File: src/rtl/nibble_entry.sv
// nibble_entry: four-nibble switch entry with synchronized, debounced load/clear buttons.
// Optional feature macro: NIBBLE_ENTRY_DEBOUNCE_EN (adds DB_CYCLES-cycle debounce counters).
// Without the macro, the synchronized button level is used directly as the debounced level.
module nibble_entry #(
   parameter int DB_CYCLES = 250000,
   parameter int DB_W      = 18
) (
   input  logic       clk,
   input  logic       rst_n,
   input  logic [3:0] sw,
   input  logic       btn_load,
   input  logic       btn_clr,
   output logic [3:0] ip1,
   output logic [3:0] ip2,
   output logic [3:0] ip3,
   output logic [3:0] ip4,
   output logic       enable,
   output logic [1:0] slot,
   output logic       entry_done
);
   typedef enum logic {S_ENTER = 1'b0, S_DONE = 1'b1} state_t;

   if (DB_CYCLES < 1 || DB_CYCLES > (2 ** DB_W) - 1) begin : g_db_range
      $error("nibble_entry: DB_CYCLES does not fit in DB_W bits");
   end

   logic [3:0] r_sw_s1, r_sw_s2;
   logic [1:0] r_btn_s1, r_btn_s2;
   logic [1:0] w_deb;
   logic [1:0] r_deb_d;
   logic       w_load_p, w_clr_p;
   logic [3:0] r_ip [4];
   logic [1:0] r_slot;
   state_t     r_state, w_state_nxt;

   // Two-flop synchronizers; bit 0 is load, bit 1 is clear
   always_ff @(posedge clk or negedge rst_n) begin
      if (!rst_n) begin
         r_sw_s1  <= '0;
         r_sw_s2  <= '0;
         r_btn_s1 <= '0;
         r_btn_s2 <= '0;
      end else begin
         r_sw_s1  <= sw;
         r_sw_s2  <= r_sw_s1;
         r_btn_s1 <= {btn_clr, btn_load};
         r_btn_s2 <= r_btn_s1;
      end
   end

`ifdef NIBBLE_ENTRY_DEBOUNCE_EN
   logic [DB_W-1:0] r_cnt [2];
   logic [1:0]      r_deb;
   // Per button: accept a new level only after DB_CYCLES consecutive differing cycles
   always_ff @(posedge clk or negedge rst_n) begin
      if (!rst_n) begin
         r_deb    <= '0;
         r_cnt[0] <= '0;
         r_cnt[1] <= '0;
      end else begin
         for (int b = 0; b < 2; b++) begin
            if (r_btn_s2[b] == r_deb[b]) begin
               r_cnt[b] <= '0;
            end else if (r_cnt[b] == DB_W'(DB_CYCLES - 1)) begin
               r_deb[b] <= r_btn_s2[b];
               r_cnt[b] <= '0;
            end else begin
               r_cnt[b] <= r_cnt[b] + 1'b1;
            end
         end
      end
   end
   assign w_deb = r_deb;
`else
   assign w_deb = r_btn_s2;
`endif

   // Delayed debounced levels for rising-edge pulse detection
   always_ff @(posedge clk or negedge rst_n) begin
      if (!rst_n) r_deb_d <= '0;
      else        r_deb_d <= w_deb;
   end

   assign w_load_p = w_deb[0] & ~r_deb_d[0];
   assign w_clr_p  = w_deb[1] & ~r_deb_d[1];

   // State register
   always_ff @(posedge clk or negedge rst_n) begin
      if (!rst_n) r_state <= S_ENTER;
      else        r_state <= w_state_nxt;
   end

   // Next state: clear always returns to ENTER; fourth load completes the entry
   always_comb begin
      w_state_nxt = w_clr_p ? S_ENTER :
                    (w_load_p && r_state == S_ENTER && r_slot == 2'd3) ? S_DONE : r_state;
   end

   // Nibble capture and slot pointer; clear has priority over load
   always_ff @(posedge clk or negedge rst_n) begin
      if (!rst_n) begin
         for (int i = 0; i < 4; i++) r_ip[i] <= '0;
         r_slot <= '0;
      end else if (w_clr_p) begin
         for (int i = 0; i < 4; i++) r_ip[i] <= '0;
         r_slot <= '0;
      end else if (w_load_p && r_state == S_ENTER) begin
         r_ip[r_slot] <= r_sw_s2;
         r_slot       <= r_slot + 2'd1;
      end
   end

   // Outputs decoded straight from registers
   always_comb begin
      enable     = (r_state == S_ENTER);
      entry_done = (r_state == S_DONE);
      slot       = r_slot;
      ip1        = r_ip[0];
      ip2        = r_ip[1];
      ip3        = r_ip[2];
      ip4        = r_ip[3];
   end
endmodule

File: config.mk
export PLATFORM = sky130hd
export DESIGN_NAME = nibble_entry
export DESIGN_NICKNAME = d
export VERILOG_FILES = /design/src/rtl/nibble_entry.sv
export SDC_FILE = /design/constraint.sdc
export NUM_CORES = 1
export LEC_CHECK = 0
export CELL_PAD_IN_SITES_DETAIL_PLACEMENT = 0
export CELL_PAD_IN_SITES_GLOBAL_PLACEMENT = 1
export CORE_MARGIN = 10
export CORE_UTILIZATION = 28
export CTS_BUF_LIST = sky130_fd_sc_hd__clkbuf_4
export DETAILED_ROUTE_END_ITERATION = 6
export HOLD_SLACK_MARGIN = 0.15
export PLACE_DENSITY_LB_ADDON = 0.12
export SYNTH_ARGS = -nofsm -noshare
export SYNTH_HDL_FRONTEND = slang
export SYNTH_SLANG_ARGS = --single-unit
File: constraint.sdc
create_clock -name clk -period 1.6 [get_ports clk]
set_input_delay 0.16 -clock clk [delete_from_list [all_inputs] [get_ports clk]]
set_output_delay 0.16 -clock clk [all_outputs]
set_load 0.1 [all_outputs]
# --- Word level (Yosys, flattened, before mapping) ---
# Cells that the tools add are included.
op_classes:
  n_lt_le_gt_ge: 2
  muxes: 9
  bitwise: 6
  n_eq_ne: 1
  reduce_logical: 5
  n_addsub: 1
ops:
  columns: ["op", "n"]
  rows:
  - ["16-bit two-way mux", 2]
  - ["16-bit bitwise mux", 1]
  - ["4-bit demux with 2-bit select", 1]
  - ["2-bit two-way mux", 2]
  - ["4-bit two-way mux", 1]
  - ["2-bit nonzero test", 2]
  - ["3-bit greater-or-equal comparator, second input constant", 1]
  - ["1-bit logical AND", 3]
  - ["3-bit by 1-bit < comparator with 1-bit output, second input constant", 1]
  - ["1-bit inverter", 3]
  - ["2-bit inverter with 3-bit output", 1]
  - ["2-bit by 1-bit adder with 2-bit output, second input constant", 1]
  - ["1-bit AND", 2]
  - ["2-bit equality test, second input constant", 1]
  - ["1-bit two-way mux", 2]
word_totals:
  ff_bits: 33
  out_inout_bits: 20
  elab_cells: 35
  input_bits: 8

# --- Longest topological paths before layout ---
logic_depth:
  ltp_word: 8
  depth_mapped: 6
  ltp_nobuf: 5

# --- Least setup slack after synthesis ---
# Ideal clock, no wire load.
synth_path:
  path_kind: "reg2reg"
  startpoint: "register r_state (netlist: entry_done)"
  endpoint: "register r_state (netlist: entry_done)"
  n_path_buf: 0
  t_arrival_ps: 1969
  t_required_ps: 1514
  stages_incl_launch_ff: 3
  setup_ps: 86
  slack_ps: -455
  synth_period_minus_slack_ps: 2055
  path_cell_list: "dfrtp_1 -> inv_1 -> a21oi_1"
synth_between:
  elab_chain_cells: 4
synth_lines:
  columns: ["item", "line_no", "rtl"]
  rows:
  - ["start: declaration", "34", "state_t r_state, w_state_nxt;"]
  - ["start signal: assignment", "90", "else r_state <= w_state_nxt;"]
  - ["1-bit inverter", null, null]
  - ["named net enable", "17", "output logic enable,"]
  - ["1-bit logical AND (2 in series)", "96", "(w_load_p && r_state == S_ENTER && r_slot == 2'd3) ? S_DONE : r_state;"]
  - ["2-bit nonzero test (no line)", null, null]
# The timed path passes the listed nets, and every way through them passes these cells.
# A chain may end at the register's enable or synchronous reset.

# --- Worst setup path in the final report ---
layout_path:
  startpoint: "register r_slot[1] (netlist: slot[1])"
  endpoint: "register r_ip, in the netlist ip2[1]"
layout_between:
  elab_chain_cells: 8
  word_cells_on_any_way: 9
  classes_between: "order compare (2); mux (5); bitwise (1); reduce/logical (1)"
layout_lines:
  columns: ["item", "line_no", "rtl"]
  rows:
  - ["start: declaration", "33", "logic [1:0] r_slot;"]
  - ["start signal: assignment", "109", "r_slot <= r_slot + 2'd1;"]
  - ["2-bit inverter with 3-bit output (not written as such) *", "108", "r_ip[r_slot] <= r_sw_s2;"]
  - ["3-bit greater-or-equal comparator (not written as such) / 3-bit by 1-bit < comparator with 1-bit output (equally long branches)", "108", null]
  - ["1-bit logical AND (not written as such)", "108", null]
  - ["4-bit two-way mux (not written as such)", "108", null]
  - ["4-bit demux with 2-bit select *", "108", null]
  - ["16-bit bitwise mux *", "108", null]
  - ["16-bit two-way mux *", "107", "end else if (w_load_p && r_state == S_ENTER) begin"]
  - ["16-bit two-way mux *", "104", "end else if (w_clr_p) begin"]
  - ["end signal: indexed assignment", "108", null]
  - ["end: declaration", "32", "logic [3:0] r_ip [4];"]
# Mark *: on every way between the ends. The rest lies on a longest branch, timed or not. The select of a mux whose other input is x is not followed.

==> results.md <==
* GRT Total Usage at 7.845%
* Pwr Total at 0.002440 W
* CTS tree: yes
* Hold crit path type: in -> async
* Crit Path Class: reg -> reg
* Root buffer cell: clkbuf_4
* Top-Level Pins at 28
* Final setup vio count at 0
* CTS sink count at 33
* Die extent in x at 85.84 µm
* Dpl hpwl at 1830 µm
* Synth Warn # at 0
* Drt drc at 0
* Switching share of power at 41.97%
* Startpoint type of the worst setup path: flop
* Mean Syn Cell Area at 12.91 µm²
* Via density at 4.506
* Vias in the first global route at 847
* Net switching power at 0.001024 W
* DP Area at 1715 µm²
* Least-Margin Pin Slew at 0.4312 ns
* Share of post-route cells with drive strength above 1 at 28.23%
* Unique masters post-synth at 17
* Flop pwr share at 41.8%
* H-tree lvl count at 2
* Min cycle time layout at 1.381 ns
* DRT Pass-1 Iters at 4
* Post-synthesis sequential area ratio at 68.04%
* CP max stage delay at 0.46 ns
* Final wirelength at 2639 µm
* Peak VDD IR at 0.0005585 V
* Inst Count DP at 166
* Final #Nets at 135
* Area grow syn2layout at 46.29%
* Clock Power Share at 18.5%
* First-pass GRT wire length at 4485 µm
* Worst-path clk slew at 0.10 ns
* Die height at 85.84 µm
* FF+latch count, synth at 33
* Arrival @ worst endpoint at 1.59 ns
* Final Max Slew Viols at 0
* Clock skew at 0.005673 ns
* ANT nets after route at 0
* Status: finished, final reports clean
* Max-slew headroom at 71.25%
* Comb pwr share at 39.7%
* CP max stage cell: dfrtp_2
* CP Capture Type: flop
* IO buf count at 27
* RSZ-0062 raised after global routing: no
* Buf/Inv on CP at 1
* Fmax at 724.3 MHz
* Die area at 7368 µm²
* RD Place Congestion at 0.7759
* Ant diodes at 0
* Row cnt at 23
* CP delay by family, top: flip-flops
* Hold Buf Count CTS at 0
* Leakage at 0.7609 nW
* Drt first-iter violations at 60
* WL/cell at 15.17 µm
* Netlist area before placement at 1214 µm²
* Gr ovfl total at 0
* MaxCap Viol Count at 0
* Clk buf depth at 2
* Clk_lat worst skew at 0.33 ns
* Initial Util at 29.70%
* Via count at 784
* Num CTS Buffers at 5
* Initial antenna violation count at 0
* Crit-path cells: inv_1 -> ha_1 -> nand4bb_1 -> nand3_1 -> o21ai_0
* Internal power at 0.001416 W
* Fin crit share at 86.29%
* Finished layout cell area at 1775 µm²
* Critical path fanouts, max at 8
* Power Dens Cells at 1374 nW/µm²
* Largest net degree at the start of global routing at 34
* Critical Path RT at 1.81 ns
* Fin cells at 174
* Syn_nets at 106
* Post-Syn Instances at 94
* Core ar. at 4086 µm²
* Final hold viol count at 0
[worst reg2reg max path: stages, from the launching register on]
cell	delay [ns]
dfrtp_2	0.46
inv_1	0.11
ha_1	0.15
nand4bb_1	0.28
nand3_1	0.17
o21ai_0	0.09
[kinds of logic after synthesis]
group	after synthesis	synth area share [%]
xor+xnor	1	0.7218
buf+inv	9	4.433
flops	33	68.04
simple gates	29	15.05
fa+ha+maj	4	4.124
compound gates	18	7.628
[cell usage in the layout, fill, tap and decap left out]
master           instances
nand4bb_1                3
a21oi_1                  1
nor3b_4                  1
clkinvlp_4               1
nor2b_1                  1
dfrtp_1                 30
o21ai_0                  5
nor2_1                   1
o21ai_1                 11
dfrtp_2                  3
nand2_1                  4
buf_12                  20
nand2b_2                 1
buf_4                    1
clkbuf_4                 5
nand3_1                 17
xnor2_1                  1
clkdlybuf4s50_1          7
nand4bb_2                1
inv_1                    3
o31ai_1                  1
clkinv_2                 2
ha_1                     4
[worst paths after layout]
path | startpoint | end | cells past startpoint | slack (ns)
min in group clk | sw[0] | r_sw_s1[0] | 1 | 0.25
max in group asynchronous | rst_n | slot[0] | 2 | 1.05
worst min register to register | r_btn_s1[1] | r_btn_s2[1] | 0 | 0.36
worst max register to register | slot[1] | ip2[1] | 5 | 0.22
worst max-delay path | slot[1] | ip2[1] | 5 | 0.22
worst min-delay path | rst_n | ip4[0] | 2 | 0.22
[routing by layer]
metal	part of all wire [%]	GRT usage, %	wire, µm	vias up
met4	0.80	3.593	21	0
met3	7.6	4.541	201	4
met2	47	11.51	1249	22
met5	0	0	0	-
met1	44	8.986	1166	378
li1	-	-	-	380
[flip-flops by register name, indices dropped and copies added (netlist names), 2 cells and up]
signal	cells
r_deb_d	2
r_btn_s2	2
r_sw_s2	4
ip2	4
ip1	4
ip4	4
r_btn_s1	2
r_sw_s1	4
slot	2
ip3	4
[cells in the mapped netlist, drive strengths merged]
cell     instances  share of area [%]
nand2b           1               0.72
nand3           17                7.0
dfrtp           33                 68
o31ai            1               0.62
nor3b            1                1.5
nand4bb          4                3.7
o21ai           16                6.6
inv              3               0.93
xnor2            1               0.72
nor2             1               0.31
ha               4                4.1
nor2b            1               0.52
a21oi            1               0.41
buf              6                3.5
nand2            4                1.2
[area by class of cell]
type / count / area [µm²]
clock inverter: 3 / 17.52
fill: 387 / 2311
tap: 50 / 62.56
timing repair buffer: 28 / 478.0
clock buffer: 5 / 37.54
multi-input combinational: 52 / 339.1
inverter: 3 / 11.26
sequential: 33 / 829.5
[stage by stage]
stage	TNS (ns)	hold slack [ns]	util, %	setup WS [ns]
global route	0	0.2336	43.45	0.05855
floorplan	-0.002879	-0.1356	-	-0.002879
detailed placement	0	0.3347	41.98	0.1691
global placement	0	0.3315	41.98	0.2005
finish	0	0.2217	43.45	0.2194
CTS	0	0.2286	43.33	0.1486
[power groups by stage]
stage / sequential, W / combinational [W] / clock, W
floorplan: 0.00146 / 0.000148 / 0
global placement: 0.00103 / 0.000973 / 0
detailed placement: 0.00104 / 0.000976 / 0
CTS: 0.00102 / 0.000977 / 0.000477
global route: 0.00103 / 0.00101 / 0.000518
finish: 0.00102 / 0.000970 / 0.000451
[what timing repair did]
item / CTS / global route
gates resized for setup: 0 / 1
setup buffers: 0 / 0
setup endpoints to repair: 0 / 4
(Power assumes the default switching activity.)
==> edit 1: new RTL, config.mk and constraints unchanged <==
Build with the macro `NIBBLE_ENTRY_DEBOUNCE_EN` defined.
--- a/src/rtl/nibble_entry.sv
+++ b/src/rtl/nibble_entry.sv
@@ -3,2 +3,4 @@
 // Without the macro, the synchronized button level is used directly as the debounced level.
+`define NIBBLE_ENTRY_DEBOUNCE_EN
+
 module nibble_entry #(
Check against the original RTL: not equivalent (a bounded check fails within 4 cycles, from zero or initial values and one cycle with rst_n low).
==> edit 1 against the unedited design <==
  * The run now ends with setup timing left
  * Largest power group unchanged
  * Synthesized cell count rose to 3.1 times the old value
  * Fmax fell by 14%
  * Combinational power fell by 86%
  * Non-clock buffer count rose by 56
  * Total power rose by 42%
  * Sequential cell count rose by 38
  * Area after synthesis rose to 2.6 times the old value
  * Clock power rose to 3.3 times the old value
  * Setup slack got worse by 0.23 ns
  * Critical path type unchanged
  * Design area rose to 2.5 times the old value
  * Wire length rose to 2.6 times the old value
==> edit 1: results (changes against the unedited design) <==
* Outcome: complete, but fails checks (was finished clean)
* Failing checks: setup timing
* Routability cong. at 0.772 (was 0.776)
* Routed vias/inst at 4.43 (was 4.51)
* CP Capture Point: r_cnt[15] (was ip2[1])
* Detailed Place HPWL at 4790 um (was 1830 um)
* Cells after DPL at 490 (was 166)
* Largest cells by area after synthesis: dfrtp_1 (57%), nor2_1 (6.9%), xnor2_1 (5.9%), mux2i_1 (5.1%), ha_1 (2.4%) (was dfrtp_1 (68%), nand3_1 (7.0%), o21ai_1 (4.5%), ha_1 (4.1%), nand4bb_1 (3.7%))
* Final #Nets at 388 (was 135)
* R2R Path Start: r_cnt[1] (was slot[1])
* H-tree depth reported by CTS at 3 (was 2)
* Largest register FFs at 36
* Setup ws final at -0.0125 ns (was 0.219 ns)
* HP Class: in -> reg (was in -> async)
* First-pass GRT wire length at 11,900 um (was 4490 um)
* Beginning of the worst hold path: btn_load
* Leak at 1.91 nW (was 0.761 nW)
* Setup Skew at 0.0154 ns (was 0.00567 ns)
* Clk slew on worst S/H paths at 0.13 ns (was 0.10 ns)
* WL final at 6890 um (was 2640 um)
* WHS at 0.174 ns (was 0.222 ns)
* Post-Route Setup TNS at -0.0284 ns (was 0 ns)
* Sequential area share after synthesis at 0.571 (was 0.680)
* Footprint of the multi-input gates at 1350 um2 (was 339 um2)
* I/O Buffers at 27 (unchanged)
* GRT Resource Usage Total at 0.0913 (was 0.0784)
* Hold depth at 1
* Ys flop type: dfrtp_1 (unchanged)
* Pre-CTS setup slack at -0.102 ns (was 0.169 ns)
* # diodes at 0 (unchanged)
* Slew margin rel. at 0.742 (was 0.713)
* Setup violators final at 3 (was 0)
* Crit path from: r_cnt[1] (was slot[1])
* Max VDD drop at 368 uV (was 558 uV)
* Bufs on Longest Clock Path at 2 (unchanged)
* Synth top cells by count: dfrtp_1 (71), nor2_1 (57), xnor2_1 (21) (was dfrtp_1 (33), nand3_1 (17), o21ai_1 (11))
* Worst R2R Path Depth at 4 (was 5)
* Asr flop ratio synth at 1.00 (unchanged)
* Largest net degree at the start of global routing at 72 (was 34)
* Share of post-route cells with drive strength above 1 at 0.303 (was 0.282)
* Reg with most FFs: r_cnt
* CTS buffer count at 9 (was 5)
* Router iterations before antenna repair at 4 (unchanged)
* Number of DRC markers in iteration 0 at 143 (was 60)
* Fill count at 1,048 (was 387)
* Root Driver: clkbuf_4 (unchanged)
* Syn nets at 302 (was 106)
* Initial antenna violation count at 0 (unchanged)
* Clock Latency Late Sink at 0.42 ns (was 0.33 ns)
* Routed vias at 2,301 (was 784)
* CP max FO at 4 (was 8)
* R2r endpoint: r_cnt[15] (was ip2[1])
* Mean area per synthesized cell at 10.8 um2 (was 12.9 um2)
* Placed Area at 4110 um2 (was 1720 um2)
* Distinct cells, synth at 33 (was 17)
* CP arrival at 1.96 ns (was 1.59 ns)
* Hold path endpoint: r_btn_s1[0]
[edit 1: cell types whose count changed after synthesis, sizes merged, moves of 6 or more]
cell / change
nor2: +56
dfrtp: +38
xnor2: +20
mux2i: +16
nand4: +12
nor4: +10
o21ai: -10
nand2: +8
a21oi: +7
inv: +7
xor2: +7
clkbuf: +6
nand3: -6
nor3: +6
[edit 1: metal layers]
metal / share of wire / global-route usage / vias up
met5: 0 / 0 / -
met4: 0.019 / 0.0427 / 0
met3: 0.035 / 0.0253 / 10
met2: 0.42 / 0.130 / 36
met1: 0.53 / 0.125 / 1098
li1: - / - / 1157
[edit 1: area by class of cell]
class / count / area share
well taps: 140 / 0.0390
flip-flops and latches: 71 / 0.398
inverters: 10 / 0.00837
multi-input cells: 198 / 0.300
clock buffers: 9 / 0.0151
clock inverters: 7 / 0.0268
repair buffers: 84 / 0.212
[edit 1: cells by family (layout without fill, tap and decap cells)]
family,count (synthesis),count (layout),synth area share
XOR/XNOR,28,28,0.0787
AND/OR/NAND/NOR,129,129,0.204
adder cells (fa/ha/maj),6,6,0.0241
buffers and inverters,19,110,0.0273
AO/OA/AOI/OAI,17,17,0.0370
multiplexers,18,18,0.0587
flip-flops,71,71,0.571
[edit 1: report_power, final]
part           total (mW)  internal [mW]  switching (mW)
logic               0.137         0.0628          0.0738
registers            1.85           1.82          0.0257
clock network        1.48          0.796           0.686
total                3.47           2.68           0.785
[edit 1: repair_timing]
action / 4_1_cts / 5_1_grt
hold buffers: 3 / 1
hold endpoints to repair: 73 / 1
setup endpoints to repair: 19 / 41
setup buffers: 6 / 3
pin swaps: 9 / 4
gates resized for setup: 8 / 8
[edit 1: worst max-delay path, cell delays in order, from the launching register on]
cell and delay [ns]:
dfrtp_1 0.45, nand3_2 0.12, or4_4 0.51, or3_1 0.32, a21oi_1 0.14
==> edit 2: new RTL, same settings <==
Without the edit above. Register the inputs `sw`, `btn_load` and `btn_clr` before use. The logic sees them one clock later.
--- a/src/rtl/nibble_entry.sv
+++ b/src/rtl/nibble_entry.sv
@@ -22,2 +22,12 @@
 
+   logic [3:0] sw_q;
+   logic btn_load_q;
+   logic btn_clr_q;
+
+   always_ff @(posedge clk) begin
+      sw_q       <= sw;
+      btn_load_q <= btn_load;
+      btn_clr_q  <= btn_clr;
+   end
+
    if (DB_CYCLES < 1 || DB_CYCLES > (2 ** DB_W) - 1) begin : g_db_range
@@ -43,5 +53,5 @@
       end else begin
-         r_sw_s1  <= sw;
+         r_sw_s1  <= sw_q;
          r_sw_s2  <= r_sw_s1;
-         r_btn_s1 <= {btn_clr, btn_load};
+         r_btn_s1 <= {btn_clr_q, btn_load_q};
          r_btn_s2 <= r_btn_s1;
Check against the original RTL: not equivalent (a bounded check fails within 4 cycles, from zero or initial values and one cycle with rst_n low).
==> edit 2 against the unedited design <==
  * Sequential cell count grew 6
  * Design area grew 9.6%
  * Total power up 21%
  * Via count rose by 8.0%
  * Setup slack worse by 0.0081 ns
  * Worst hold slack lost 0.019 ns
  * Area after synthesis up 9.9%
  * Clock power increased by 81%
  * Fmax shrank 0.58%
  * Wire length down 3.1%
  * Count of clock-buffer cells in the layout increased by 1
  * Critical path type unchanged
  * Critical endpoint is now ip3[2]
==> edit 2: results (changes against the unedited design) <==
* Syn nets at 112 (was 106)
* GRT Resource Usage Total at 0.0701 (was 0.0784)
* Number of DRC markers in iteration 0 at 27 (was 60)
* DR WL met2 at 1240 um (was 1250 um)
* Tightest Pin Transition at 0.420 ns (was 0.431 ns)
* Distinct cells, synth at 18 (was 17)
* DR top layer: met4 (unchanged)
* First-pass GRT wire length at 4240 um (was 4490 um)
* Synth top cells by count: dfrtp_1 (33), nand3_1 (17), o21ai_1 (11) (unchanged)
* Placed Area at 1840 um2 (was 1720 um2)
* Largest cells by area after synthesis: dfrtp_1 (62%), dfxtp_1 (9.0%), nand3_1 (6.4%), o21ai_1 (4.1%), ha_1 (3.8%) (was dfrtp_1 (68%), nand3_1 (7.0%), o21ai_1 (4.5%), ha_1 (4.1%), nand4bb_1 (3.7%))
* HP Class: in -> async (unchanged)
* CP Capture Point: ip3[2] (was ip2[1])
* Routed vias at 847 (was 784)
* Leak at 0.837 nW (was 0.761 nW)
* CP arrival at 1.61 ns (was 1.59 ns)
* Sequential area share after synthesis at 0.709 (was 0.680)
* # diodes at 0 (unchanged)
* I/O Buffers at 27 (unchanged)
* Share of post-route cells with drive strength above 1 at 0.262 (was 0.282)
* Met1 Wirelength at 1100 um (was 1170 um)
* Fill count at 438 (was 387)
* Switching portion of total power at 0.354 (was 0.420)
* Max VDD drop at 559 uV (was 558 uV)
* Final #Nets at 141 (was 135)
* Outcome: finished clean (unchanged)
* Ys Warns at 0 (unchanged)
* Drt wl/cell at 13.9 um (was 15.2 um)
* Setup Skew at 0.00527 ns (was 0.00567 ns)
* Vias in the first global route at 873 (was 847)
* R2R Path Start: slot[0] (was slot[1])
* Routability cong. at 0.706 (was 0.776)
* DR WL met3 at 172 um (was 201 um)
* Asr flop ratio synth at 0.846 (was 1.00)
edit 2: how the worst min path moves through the flow:
stage,from,end,slack (ns)
floorplan,rst_n,entry_done,-0.14
global placement,sw_q[3],r_sw_s1[3],0.32
global route,rst_n,r_btn_s2[0],0.22
finish,rst_n,r_deb_d[0],0.20
detailed placement,sw_q[1],r_sw_s1[1],0.32
CTS,rst_n,r_btn_s1[0],0.21
edit 2: routing by layer:
| layer | global-route usage | vias up |
|---|---|---|
| met2 | 0.109 | 23 |
| li1 | - | 402 |
| met4 | 0.0390 | 0 |
| met5 | 0 | - |
| met1 | 0.0800 | 417 |
| met3 | 0.0292 | 5 |
edit 2: per-stage QoR:
step	utilization	setup slack, ns	hold WS, ns	instances	total power, mW
global placement	0.395	0.209	0.318	176	2.17
floorplan	-	-0.00288	-0.136	100	1.77
CTS	0.417	0.163	0.206	184	3.00
detailed placement	0.395	0.190	0.321	176	2.18
finish	0.417	0.211	0.203	184	2.96
global route	0.417	0.0497	0.223	184	3.09
edit 2: critical path, cell delays in order, from the launching register on:
cell and delay [ns]:
dfrtp_2 0.48, inv_1 0.10, ha_1 0.14, nand4bb_1 0.30, nand3_1 0.19, o21ai_1 0.07
edit 2: final cells by class:
cell class	count	share of cell area
multi-input cells	52	0.172
flip-flops and latches	39	0.488
well taps	54	0.0347
clock buffers	6	0.0232
inverters	3	0.00579
clock inverters	2	0.0309
repair buffers	28	0.246
edit 2: cell families (layout without fill, tap and decap cells):
kind of cell / after synthesis / in the layout / share of synthesized area
AOI/OAI and AO/OA: 18 / 18 / 0.0694
and+or+nand+nor: 29 / 29 / 0.137
adders and majority gates: 4 / 4 / 0.0375
xor gates and xnor gates: 1 / 1 / 0.00657
DFF: 39 / 39 / 0.709
buffers and inverters: 9 / 39 / 0.0403
edit 2: power by group through the flow:
stage	Clock (mW)	Combinational (mW)	Sequential, mW
detailed placement	0	0.980	1.20
finish	0.818	0.967	1.17
CTS	0.844	0.980	1.18
floorplan	0	0.148	1.63
global route	0.897	1.01	1.19
global placement	0	0.972	1.20
